**src/rtl/bimux_pkg.sv**
```systemverilog
// Shared encodings for the bit-mux sequencer.
package bimux_pkg;

  typedef enum logic [1:0] {
    ST_IDLE = 2'd0,
    ST_TURN = 2'd1,
    ST_XFER = 2'd2,
    ST_DONE = 2'd3
  } state_e;

  localparam logic OP_RD    = 1'b0;
  localparam logic OP_WR    = 1'b1;
  localparam logic DIR_NORM = 1'b0;
  localparam logic DIR_REV  = 1'b1;

endpackage

```
**src/rtl/bimux_bitcnt.sv**
```systemverilog
// Loadable up/down counter with an end-value flag; drives mux select and
// times the direction-turnaround gap.
module bimux_bitcnt #(
  parameter int W = 3
) (
  input  logic         clk,
  input  logic         rst_n,
  input  logic         i_clr,
  input  logic         i_load,
  input  logic [W-1:0] i_val,
  input  logic         i_en,
  input  logic         i_up,
  input  logic [W-1:0] i_end,
  output logic [W-1:0] o_cnt,
  output logic         o_last
);

  logic [W-1:0] r_cnt;

  // clear beats load beats step
  always_ff @(posedge clk or negedge rst_n) begin
    if (!rst_n)      r_cnt <= '0;
    else if (i_clr)  r_cnt <= '0;
    else if (i_load) r_cnt <= i_val;
    else if (i_en)   r_cnt <= i_up ? r_cnt + 1'b1 : r_cnt - 1'b1;
  end

  assign o_cnt  = r_cnt;
  assign o_last = (r_cnt == i_end);

endmodule

```
**src/rtl/bimux_seq.sv**
```systemverilog
// Serialises one byte through a bidirectional 8x1 bit-mux, one bit per clock,
// with a turnaround gap whenever the mux direction flips.
module bimux_seq
  import bimux_pkg::*;
#(
  parameter int WIDTH     = 8,
  parameter int SEL_W     = 3,
  parameter int SETTLE    = 1,
  parameter bit MSB_FIRST = 1'b0
) (
  input  logic             clk,
  input  logic             rst_n,
  input  logic             req,
  input  logic             wr,
  input  logic [WIDTH-1:0] wdata,
  input  logic             abort,
  output logic             busy,
  output logic             done,
  output logic [WIDTH-1:0] rdata,
  output logic             mux_dir,
  output logic [SEL_W-1:0] mux_sel,
  input  logic             bit_in,
  output logic             bit_out,
  output logic             bit_oe
);

  localparam int ST_W = (SETTLE > 1) ? $clog2(SETTLE) : 1;
  localparam bit HAS_SETTLE = (SETTLE > 0);
  localparam logic [SEL_W-1:0] SEL_FIRST = MSB_FIRST ? SEL_W'(WIDTH-1) : '0;
  localparam logic [SEL_W-1:0] SEL_LAST  = MSB_FIRST ? '0 : SEL_W'(WIDTH-1);
  localparam logic [ST_W-1:0]  ST_LOAD   = HAS_SETTLE ? ST_W'(SETTLE-1) : '0;

  state_e           r_state, w_nxt;
  logic             r_wr, r_dir;
  logic [WIDTH-1:0] r_wdata, r_shadow, r_rdata, w_shadow_nxt;
  logic [SEL_W-1:0] w_sel;
  logic [ST_W-1:0]  w_st_cnt;
  logic             w_sel_last, w_st_last;
  logic             w_accept, w_turn, w_abort, w_xfer_end;

  assign w_accept   = (r_state == ST_IDLE) && req;
  assign w_turn     = w_accept && (wr != r_dir) && HAS_SETTLE;
  assign w_abort    = abort && ((r_state == ST_TURN) || (r_state == ST_XFER));
  assign w_xfer_end = (r_state == ST_XFER) && w_sel_last && !abort;

  // select sequencer: parked at 0 outside a transfer, first value from accept
  bimux_bitcnt #(.W(SEL_W)) u_selcnt (
    .clk    (clk),
    .rst_n  (rst_n),
    .i_clr  (w_abort || ((r_state == ST_XFER) && w_sel_last)),
    .i_load (w_accept),
    .i_val  (SEL_FIRST),
    .i_en   (r_state == ST_XFER),
    .i_up   (!MSB_FIRST),
    .i_end  (SEL_LAST),
    .o_cnt  (w_sel),
    .o_last (w_sel_last)
  );

  // turnaround timer counts SETTLE-1 down to 0
  bimux_bitcnt #(.W(ST_W)) u_stcnt (
    .clk    (clk),
    .rst_n  (rst_n),
    .i_clr  (1'b0),
    .i_load (w_turn),
    .i_val  (ST_LOAD),
    .i_en   (r_state == ST_TURN),
    .i_up   (1'b0),
    .i_end  ('0),
    .o_cnt  (w_st_cnt),
    .o_last (w_st_last)
  );

  // next-state decode; abort wins over a finishing turnaround or last bit
  always_comb begin
    w_nxt = r_state;
    case (r_state)
      ST_IDLE: if (req) w_nxt = w_turn ? ST_TURN : ST_XFER;
      ST_TURN: if (abort) w_nxt = ST_IDLE; else if (w_st_last) w_nxt = ST_XFER;
      ST_XFER: if (abort) w_nxt = ST_IDLE; else if (w_sel_last) w_nxt = ST_DONE;
      default: w_nxt = ST_IDLE;
    endcase
  end

  // shadow with the current bit merged, so the final bit reaches rdata on time
  always_comb begin
    w_shadow_nxt        = r_shadow;
    w_shadow_nxt[w_sel] = bit_in;
  end

  // state, latched op, direction and read capture
  always_ff @(posedge clk or negedge rst_n) begin
    if (!rst_n) begin
      r_state  <= ST_IDLE;
      r_wr     <= OP_RD;
      r_wdata  <= '0;
      r_dir    <= DIR_NORM;
      r_shadow <= '0;
      r_rdata  <= '0;
    end else begin
      r_state <= w_nxt;
      if (w_accept) begin
        r_wr    <= wr;
        r_wdata <= wdata;
        r_dir   <= wr;
      end
      if ((r_state == ST_XFER) && (r_wr == OP_RD)) r_shadow <= w_shadow_nxt;
      if (w_xfer_end && (r_wr == OP_RD))           r_rdata  <= w_shadow_nxt;
    end
  end

  assign busy    = (r_state != ST_IDLE);
  assign done    = (r_state == ST_DONE);
  assign rdata   = r_rdata;
  assign mux_dir = r_dir;
  assign mux_sel = w_sel;
  assign bit_oe  = (r_state == ST_XFER) && (r_wr == OP_WR);
  assign bit_out = bit_oe ? r_wdata[w_sel] : 1'b0;

endmodule

```
**config.mk**
```make
export PLATFORM = sky130hd
export DESIGN_NAME = bimux_seq
export DESIGN_NICKNAME = d
export VERILOG_FILES = /design/src/rtl/bimux_pkg.sv /design/src/rtl/bimux_bitcnt.sv /design/src/rtl/bimux_seq.sv
export SDC_FILE = /design/constraint.sdc
export NUM_CORES = 1
export LEC_CHECK = 0
export ABC_AREA = 1
export CAP_MARGIN = 40
export CELL_PAD_IN_SITES_DETAIL_PLACEMENT = 0
export CELL_PAD_IN_SITES_GLOBAL_PLACEMENT = 2
export CORE_MARGIN = 2
export CORE_UTILIZATION = 33
export CTS_BUF_LIST = sky130_fd_sc_hd__clkbuf_8
export DETAILED_ROUTE_END_ITERATION = 16
export GPL_ROUTABILITY_DRIVEN = 0
export GPL_TIMING_DRIVEN = 0
export HOLD_SLACK_MARGIN = 0.1
export PLACE_DENSITY = 0.88
export SLEW_MARGIN = 20
export SYNTH_ARGS = -nofsm -noshare
export SYNTH_HDL_FRONTEND = slang
export SYNTH_SLANG_ARGS = --single-unit
```
**constraint.sdc**
```tcl
create_clock -name clk -period 4.1 [get_ports clk]
set_input_delay 0.82 -clock clk [delete_from_list [all_inputs] [get_ports clk]]
set_output_delay 0.82 -clock clk [all_outputs]
set_load 0.01 [all_outputs]
```
Yosys cells after proc, flatten, opt, wreduce, memory -nomap -nowiden:

Cells that the tools add are included.
Widths: inputs -> output; s select.

* add/subtract/negate cells: 2
* multiply operators: 0
* divide/modulo/power cells: 0
* order comparisons: 2
* equal/unequal tests: 8
* shifts and indexed selects: 0
* mux-type cells: 18
* bitwise gates (word level): 1
* reductions and logical operators: 17

Operators by type and width (count)
* $mux 2: 6
* $logic_and 1x1->1: 9
* $mux 3: 3
* $bwmux 8: 1
* $ne 3x3->1 const B: 2
* $pmux 2 s3: 1
* $mux 1: 5
* $eq 2x2->1 const B: 2
* $lt 3x4->1 const B: 1
* $reduce_bool 2->1: 2
* $add 3x1->3 const B: 1
* $bmux 1 s3: 1
* $demux 1 s3: 1
* $eq 3x3->1 const B: 1
* $ge 3x1->1 const B: 1
* $reduce_and 3->1: 1
* $reduce_bool 3->1: 1
* $eq 2x1->1 const B: 1
* $logic_not 2->1: 1
* $logic_or 1x1->1: 2
* $ne 2x2->1 const B: 1
* $logic_not 1->1: 1
* $ne 1x1->1: 1
* $not 1->1: 1
* $sub 1x1->1 const B: 1

* flip-flop bits (word level): 31
* bits in latches: 0
* memory bits (writable): 0
* bits in read-only memories: 0
* bits of input ports: 14
* output and inout bits: 16
* memories: 0

Logic depth before layout (Yosys ltp):

* depth in word-level cells: 6
* gate-level depth with buffers: 9
* gate-level depth less buffers: 9

Hierarchy:

From an unflattened synthesis, not the netlist that was laid out.

* cell total of the unflattened synthesis: 230
* area, all modules: 1760.4 um^2

By module, submodules not included
* bimux_seq: times used 1, cells each 185, area each 1442.6 um^2, sequential area each 675.6 um^2
* bimux_bitcnt at u_selcnt: times used 1, cells each 35, area each 245.2 um^2, sequential area each 75.1 um^2
* bimux_bitcnt at u_stcnt: times used 1, cells each 10, area each 72.6 um^2, sequential area each 25.0 um^2

Least setup slack after synthesis:

OpenSTA, ideal clock, no wires.

* kind: flip-flop to output port
* from: register u_selcnt.r_cnt[0] (netlist: u_selcnt.o_cnt[0])
* to: output port bit_out
* arrival: 1151 ps
* slack: 2129 ps
* cell stages (with the launch flop): 7
* path buffers: 1
* path through: dfrtp_1 > buf_2 > inv_2 > nand3_1 > nor2_1 > nor2_1 > a21oi_1

* word-level cells in the longest chain between the ends: 3

Ends and longest elaborated chain
* start, declared: RTL line bimux_bitcnt.sv:18 `logic [W-1:0] r_cnt;`
* start signal, assigned: RTL line bimux_bitcnt.sv:24 `else if (i_load) r_cnt <= i_val;`
* start signal, assigned: RTL line bimux_bitcnt.sv:25 `else if (i_en) r_cnt <= i_up ? r_cnt + 1'b1 : r_cnt - 1'b1;`
* $bmux 1 s3: RTL line bimux_seq.sv:118 `assign bit_out = bit_oe ? r_wdata[w_sel] : 1'b0;`
* $mux 1 (implied by the code): RTL line bimux_seq.sv:118
* $mux 1: RTL line bimux_seq.sv:118
* end, declared: RTL line bimux_seq.sv:23 `output logic bit_out,`

No other way between the ends. The select of a mux whose other input is x is not followed.

Final worst setup path:

Ends and elaborated chain as after synthesis.

==> flow_summary.ini <==
[clock_tree]
cts-hold-fix-buffers = 0
postCtsSetupBuffers = 0
cts_resized = 0
numCtsBuffers = 5
ctsLongestPathBuffers = 2
cts_sinks = 31
h-tree-depth = 2
clock_latency_ps = 280
cts-root-buf = clkbuf_8
clk_pin_slew_worst_paths_ps = 70
cts_tree = built

[logic_synthesis]
synth-adder-area-share_pct = 6.23
synth_top_family_by_area = simple AND/OR/NAND/NOR gates
synth_mux_area_share_pct = 0
yosysSeqAreaShare_pct = 48.2
yosysUniqueCellTypes = 22
synth-warning-count = 0
synth_compound_area_share_pct = 11.6
synth_xor_area_share_pct = 0.545
syn_area_per_cell_sq_um = 8.04
synth_simple_gate_area_share_pct = 25.2
syn_nets = 222
ys_ff_latch = 31
syn_inst = 200
synth.cell_area_sq_mm = 0.00161

[power_and_ir_drop]
powerDensity_mw_per_mm2 = 632
total_power_mw = 1.32
seqPwrFrac_pct = 36.0
power_frac_comb_pct = 40.4
power.leakage_nw = 1.03
switchingPower_mw = 0.513
vdd_drop_max_mv = 0.255
swShare_pct = 38.7
power.internal_mw = 0.812
pwr-share-clk_pct = 23.7

[setup_path]
crit_path_start_kind = register
cp-end-kind = output pin
crit_required_ps = 3280
worstPathArrival_ps = 2090
r2r_end = rdata[7]
criticalPathCategory = register to output pin
reg2reg_from = r_state[0]
reg2reg_depth = 8
worstPathMaxFanout = 9
ff2ff_setup_slack_ps = 2460

[min_path]
hold_start = r_wdata[7]
whs_path_depth = 2
hold_end = r_wdata[7]
hold_class = register to register

[floorplanning]
start_util_pct = 34.0
fp.dieArea_sq_mm = 0.00545
fp.coreArea_sq_mm = 0.00472
die_h_um = 73.8
dieWidth_um = 73.8
ios = 30
placementRows = 25

[layout]
nets = 258
layout-drive-gt1-share_pct = 10.5
syn_to_final_growth_pct = 30.3
diodes = 0

[sta]
rsz0062_at_grt = no
hold_violations = 0
finalSetupViolCount = 0
tns_ps = 0
max_slew_margin_pct = 52.3
tightest_slew_ps = 715
drv_slew = 0
finalCriticalPeriod_ps = 2910
max_clock_freq_mhz = 344
fin_skew_ps = 3.03
period_share_pct = 71.0

[route]
wire_per_inst_um = 11.4
drtIter0Drc = 68
wirelength_um = 3480
ant_nets = 0
drc_errors = 0
vias_per_cell = 4.44
vias = 1351
drt_first_pass_iters = 4

[placed_design]
port_buffers = 29
hpwl_um = 2550

[global_routing]
grt_max_degree = 32
grt_pass1_wl_um = 6090
grt_antenna_before_repair = 0
grt_pass1_vias = 1338
grt.total_usage_pct = 14.9
overflow = 0

[status]
status = finished clean

[job]
maxCapViolations = 0
==> registers in the layout, summed over array words and instances, names as in the netlist <==
name	count
mux_dir	1
r_shadow	8
r_state	2
r_wdata	8
rdata	8
u_selcnt.o_cnt	3
u_stcnt.o_cnt	1
==> worst max-delay path: stages, from the launching register on <==
cell and delay, ps:
dfrtp_1 410, buf_2 190, inv_2 150, nand3_1 170, nor2_1 130, nor2_1 50
a21oi_1 150, clkdlybuf4s50_1 550
==> layer usage <==
metal,GRT usage [%],vias to the layer above,share of wire [%]
li1,-,711,-
met1,20.1,604,53
met2,22.1,30,41
met3,4.39,6,4.1
met4,6.67,0,1.8
met5,0,-,0
==> how the worst max path moves through the flow <==
stage,endpoint,from
2_1_floorplan,bit_out,u_selcnt.o_cnt[0]
3_3_place_gp,bit_out,u_selcnt.o_cnt[0]
3_5_place_dp,bit_out,u_selcnt.o_cnt[0]
4_1_cts,bit_out,u_selcnt.o_cnt[0]
5_1_grt,bit_out,u_selcnt.o_cnt[0]
6_report,bit_out,u_selcnt.o_cnt[0]
==> stage by stage <==
stage	utilization [%]	worst slack [ps]	instances	hold slack, ps	cell area, sq um
final	44.3	1190	304	480	2090
after global routing	44.3	1040	304	509	2090
after CTS	44.3	1170	304	485	2090
after detailed placement	41.9	1500	296	466	1980
after global placement	42.0	1490	296	465	1980
after floorplan	-	2130	200	449	1610
==> power by group through the flow <==
stage / registers, mW / clock network [mW] / logic [mW]
after floorplan: 0.470 / 0 / 0.362
after global placement: 0.480 / 0 / 0.535
after detailed placement: 0.483 / 0 / 0.538
after CTS: 0.478 / 0.323 / 0.542
after global routing: 0.492 / 0.334 / 0.611
final: 0.477 / 0.313 / 0.535
==> cells in the mapped netlist <==
library cell / number / area share (%)
a21oi_1: 1 / 0.31
buf_2: 3 / 0.93
buf_6: 2 / 1.4
dfrtp_1: 31 / 48
ha_1: 8 / 6.2
inv_1: 22 / 5.1
inv_2: 3 / 0.70
nand2_1: 68 / 16
nand2_2: 1 / 0.39
nand3_1: 12 / 3.7
nand3_2: 1 / 0.62
nand4_1: 4 / 1.6
nor2_1: 5 / 1.2
nor2_2: 2 / 0.78
nor2_4: 1 / 0.70
o211ai_1: 1 / 0.47
o21ai_0: 20 / 6.2
o21ai_1: 10 / 3.1
o21ai_2: 2 / 1.1
o22ai_1: 1 / 0.39
or2_2: 1 / 0.39
xor2_1: 1 / 0.54
==> area by class of cell <==
type                       instances  area [sq um]
clock buffer                       6          82.6
sequential                        31           776
tap                               67          83.8
clock inverter                     2          35.0
inverter                          25          93.8
multi-input combinational        139           701
buffer                             5          37.5
fill                             504          2630
timing repair buffer              29           285
==> cell usage in the layout (no fill, tap or decap) <==
cell type / count
a21oi_1: 1
buf_2: 4
buf_6: 2
bufinv_16: 1
clkbuf_8: 6
clkdlybuf4s50_1: 28
clkinv_2: 1
dfrtp_1: 31
ha_1: 8
inv_1: 22
inv_2: 3
nand2_1: 68
nand2_2: 1
nand3_1: 12
nand3_2: 1
nand4_1: 4
nor2_1: 5
nor2_2: 2
nor2_4: 1
o211ai_1: 1
o21ai_0: 20
o21ai_1: 10
o21ai_2: 2
o22ai_1: 1
or2_2: 1
xor2_1: 1
==> logic make-up after synthesis <==
group / Yosys count
AND/OR/NAND/NOR: 95
AO/OA/AOI/OAI: 35
flip-flops: 31
buffers and inverters: 30
adder cells (fa/ha/maj): 8
XOR/XNOR: 1
Note: power is estimated with default switching activity, not from simulation.
==> variant 1: new RTL, same flow settings <==
The parameter `MSB_FIRST` goes from 1'b0 to 1'b1.
--- a/src/rtl/bimux_seq.sv
+++ b/src/rtl/bimux_seq.sv
@@ -8,3 +8,3 @@
   parameter int SETTLE    = 1,
-  parameter bit MSB_FIRST = 1'b0
+  parameter bit MSB_FIRST = 1'b1
 ) (
Behaviour: not the same (Yosys sat finds a counterexample within 4 cycles, from zero or initial values and one cycle with rst_n low).
==> variant 1 against the original RTL <==
- non-clock buffer count is 1 higher
- count of clock-buffer cells in the layout increased by 1
- routed wire length up 0.55%
- synthesized cell count is 5.5% higher
- utilization rose by 0.18 points
- clock skew is 0.0037 ns higher
- area after synthesis is 1.2% higher
- sequential share of layout area is 0.39 points lower
- worst setup slack gained 0.097 ns
- largest power group unchanged
- sequential cell count unchanged
- cell area rose by 1.1%
- register-to-register slack lost 0.26 ns
- total power is 19% higher
==> variant 1: results (changes against the original RTL) <==
* Post-DP HPWL at 2.528 mm (-0.82%)
* Vias per std cell at 4.348 (-2.2%)
* Synth Area in Compound Gates at 6.533% (-5.1 points)
* Max Fanout on Critical Path at 8 (-1)
* Dpl ws at 1.579 ns (+0.07957 ns)
* GR Layer Usage met1 at 19.22% (-0.86 points)
* Leak Pwr at 0.001055 uW (+2.5%)
* HP Class: in2async
* Total GRT Usage at 14.81% (-0.13 points)
* R2R setup slack at 2.20 ns (-0.26 ns)
* Post-synthesis adder-cell area fraction at 6.149% (-0.077 points)
* Clock Skew at 0.006705 ns (+0.003679 ns)
* Placement Cell Area at 2017 um^2 (+2.0%)
* Vias in the first global route at 1333 (-0.37%)
* Commonest cells in the netlist: nand2_1, dfrtp_1, o21ai_0, inv_1, nand3_1
* DR WL met3 at 156 um (+8.3%)
* Initial drt markers at 37 (-46%)
* DRT Wirelength at 3.499 mm (+0.55%)
* Met2 WL at 1.496 mm (+3.7%)
* Synthesized net count at 233 (+5.0%)
* Reg2reg end: r_state[0]
* Post-Place Cells at 308 (+4.1%)
* Clock Power Share at 16.9% (-6.8 points)
* Combinational Power at 782 uW (+46%)
* Final hold slack at 0.3209 ns (-0.1587 ns)
* Top cells by area, synth: dfrtp_1, nand2_1, ha_1
* CP max stage delay at 0.55 ns (about the same)
* Grt met2 use at 23.51% (+1.4 points)
* Worst VDD drop at 0.0003108 V (+22%)
* Slew @ Worst Pin at 0.4357 ns (-0.2794 ns)
* Mapped Cells at 211 (+5.5%)
* Post-Route M1 WL at 1.779 mm (-2.6%)
* Gate power share at 49.5% (+9.1 points)
* R2R Path Start: r_state[0]
* Largest net degree at the start of global routing at 31 (-3.1%)
* Layout cells sized above 1 at 9.237% (-1.3 points)
* Post-synthesis xor/xnor area fraction at 0.5380% (-0.0067 points)
* First-pass GRT wire length at 6.147 mm (+0.90%)
* Run status: completed
* Layout Cells excl Fill at 316 (+3.9%)
* Met3 Use GR at 3.659% (-0.73 points)
* Highest Signal Layer: met4
* Fin nets at 270 (+4.7%)
* Yosys cell types at 24 (+9.1%)
* Register area share after synthesis at 47.66% (-0.59 points)
* Sw frac at 40.90% (+2.2 points)
* Ys async rst share at 100.0% (unchanged)
[variant 1: how the worst max path moves through the flow]
stage / startpoint / to / slack (ns) / depth (start not counted)
after floorplan: u_selcnt.o_cnt[2] / bit_out / 2.18 / 6
after detailed placement: u_selcnt.o_cnt[1] / bit_out / 1.58 / 6
after global routing: u_selcnt.o_cnt[2] / bit_out / 1.15 / 7
after CTS: u_selcnt.o_cnt[1] / bit_out / 1.23 / 6
final: u_selcnt.o_cnt[2] / bit_out / 1.29 / 7
after global placement: rst_n / r_wdata[4] / 1.53 / 1
[variant 1: layout make-up]
class	instances	area [um^2]
plain buffers	5	30.03
clock buffers	7	96.34
clock inverters	1	3.754
fillers	499	2638
inverters	19	75.07
multi-input cells	156	747.0
flip-flops and latches	31	775.7
well taps	67	83.83
repair buffers	30	305.3
[variant 1: critical path: cells and delay by family (launching register included)]
| kind | cells | cell delay (ns) |
|---|---|---|
| compound gates | 1 | 0.13 |
| simple gates | 4 | 0.48 |
| buf+inv | 2 | 0.70 |
| flops | 1 | 0.40 |
==> variant 2: new RTL, same settings <==
Without the edit above. The 4 states of `state_e` get a Gray code encoding in 2 bits.
--- a/src/rtl/bimux_pkg.sv
+++ b/src/rtl/bimux_pkg.sv
@@ -4,6 +4,6 @@
   typedef enum logic [1:0] {
-    ST_IDLE = 2'd0,
-    ST_TURN = 2'd1,
-    ST_XFER = 2'd2,
-    ST_DONE = 2'd3
+    ST_IDLE = 2'b00,
+    ST_TURN = 2'b01,
+    ST_XFER = 2'b11,
+    ST_DONE = 2'b10
   } state_e;
Formal check against the unedited RTL: same outputs for any inputs over 10 cycles, from zero or initial values and one cycle with rst_n low; not proved beyond that.
==> variant 2 against the original RTL <==
- cell area shrank 5.6%
- sequential cell count is the same
- routed wire length shrank 9.8%
- synthesized cell count grew 0.50%
- die area shrank 3.6%
- clock skew grew 0.0022 ns
- total power shrank 13%
- worst setup slack gained 0.11 ns
- area after synthesis shrank 3.8%
==> variant 2: results (changes against the original RTL) <==
* Critical path arrival at 1.98 ns (-0.11 ns)
* Commonest cells in the netlist: nand2_1, dfrtp_1, inv_1, o21ai_0, nand3_1
* Met2 WL at 1.384 mm (-4.1%)
* Root Buffer: clkbuf_8
* Vias per std cell at 4.334 (-2.5%)
* Leak Pwr at 0.001015 uW (-1.4%)
* Post-Route M1 WL at 1.586 mm (-13%)
* # diodes at 0 (unchanged)
* Rel. slew slack at 53.92% (+1.6 points)
* Register area share after synthesis at 50.16% (+1.9 points)
* Clock Skew at 0.005189 ns (+0.002164 ns)
* Routed len/inst at 10.82 um (-5.4%)
* Post-DP HPWL at 2.286 mm (-10%)
* Run status: completed
* Layout cells sized above 1 at 9.664% (-0.88 points)
* Initial drt markers at 41 (-40%)
* Total GRT Usage at 14.19% (-0.74 points)
* Max Fanout on Critical Path at 10 (+1)
* Ys async rst share at 100.0% (unchanged)
* DR WL met3 at 142 um (-1.4%)
* Worst path slowest cell: clkdlybuf4s50_1
* Worst VDD drop at 0.0003042 V (+19%)
* Placement Cell Area at 1897 um^2 (-4.1%)
* CP delay by family, top: buffers and inverters
* First-pass GRT wire length at 5.809 mm (-4.6%)
* R2R setup slack at 2.61 ns (+0.15 ns)
* Top cells by area, synth: dfrtp_1, nand2_1, inv_1
* Vias in the first global route at 1276 (-4.6%)
* Yosys cell types at 20 (-9.1%)
* Initial Utilization at 34.80% (+0.76 points)
* Clk pin slew, worst setup/hold paths at 0.06 ns
* Dpl ws at 1.569 ns (+0.06919 ns)
* Fin nets at 253 (-1.9%)
* Total of warnings raised by yosys at 0 (unchanged)
* Synthesized net count at 217 (-2.3%)
* Fill count at 479 (-5.0%)
-- variant 2: changes by cell type after synthesis, moves of 3 or more --
| cell | change |
|---|---|
| o21ai_0 | -8 |
| inv_1 | -4 |
| ha_1 | -6 |
| nand4_1 | -4 |
| nor2_1 | +3 |
| a21oi_1 | +5 |
| o21ai_1 | -8 |
| nand2_1 | +27 |
-- variant 2: kinds of logic (layout without fill, tap and decap cells) --
group                      Yosys count  after routing  share of synthesized area, %
AOI/OAI and AO/OA                   25             25                         9.304
adders and majority gates            2              2                         1.618
buffers and inverters               24             61                         7.281
DFF                                 31             31                         50.16
and+or+nand+nor                    119            119                         31.63
-- variant 2: path summary, 6_finish.rpt --
path                                    from         end  depth (start not counted)
max                        u_selcnt.o_cnt[0]     bit_out                          9
min                               r_wdata[3]  r_wdata[3]                          2
max reg2reg                u_selcnt.o_cnt[1]  r_state[0]                          6
min reg2reg                       r_wdata[3]  r_wdata[3]                          2
max in group asynchronous              rst_n  r_wdata[2]                          1
min in group asynchronous              rst_n    rdata[0]                          1
-- variant 2: metrics by stage --
stage	hold WS (ns)	instances	util (%)
3_5_place_dp	0.4611	282	42.68
4_1_cts	0.4781	290	44.51
6_report	0.4724	290	44.51
2_1_floorplan	0.4422	201	-
3_3_place_gp	0.4593	282	42.79
5_1_grt	0.4947	290	44.51
-- variant 2: worst min-delay path: stages (launching register included) --
cell and delay [ns]:
dfrtp_1 0.34, nand2_1 0.06, nand2_1 0.05
-- variant 2: final cells by class --
| type | instances | area share (%) |
|---|---|---|
| Buffer | 4 | 1.771 |
| Clock buffer | 5 | 3.479 |
| Timing Repair Buffer | 29 | 14.42 |
| Clock inverter | 3 | 0.6325 |
| Tap cell | 52 | 3.289 |
| Multi-Input combinational cell | 146 | 33.27 |
| Inverter | 20 | 3.922 |
| Sequential cell | 31 | 39.22 |
-- variant 2: power breakdown --
| group | total, uW | internal (uW) | switching (uW) |
|---|---|---|---|
| Combinational | 468 | 190 | 278 |
| Sequential | 470 | 403 | 67.2 |
| Clock | 221 | 114 | 107 |
-- variant 2: routing by layer --
metal  track usage, %  vias to the layer above
li1                 -                      693
met1            19.33                      533
met2            22.32                       26
met3            4.028                        5
met4            3.704                        0
met5                0                        -
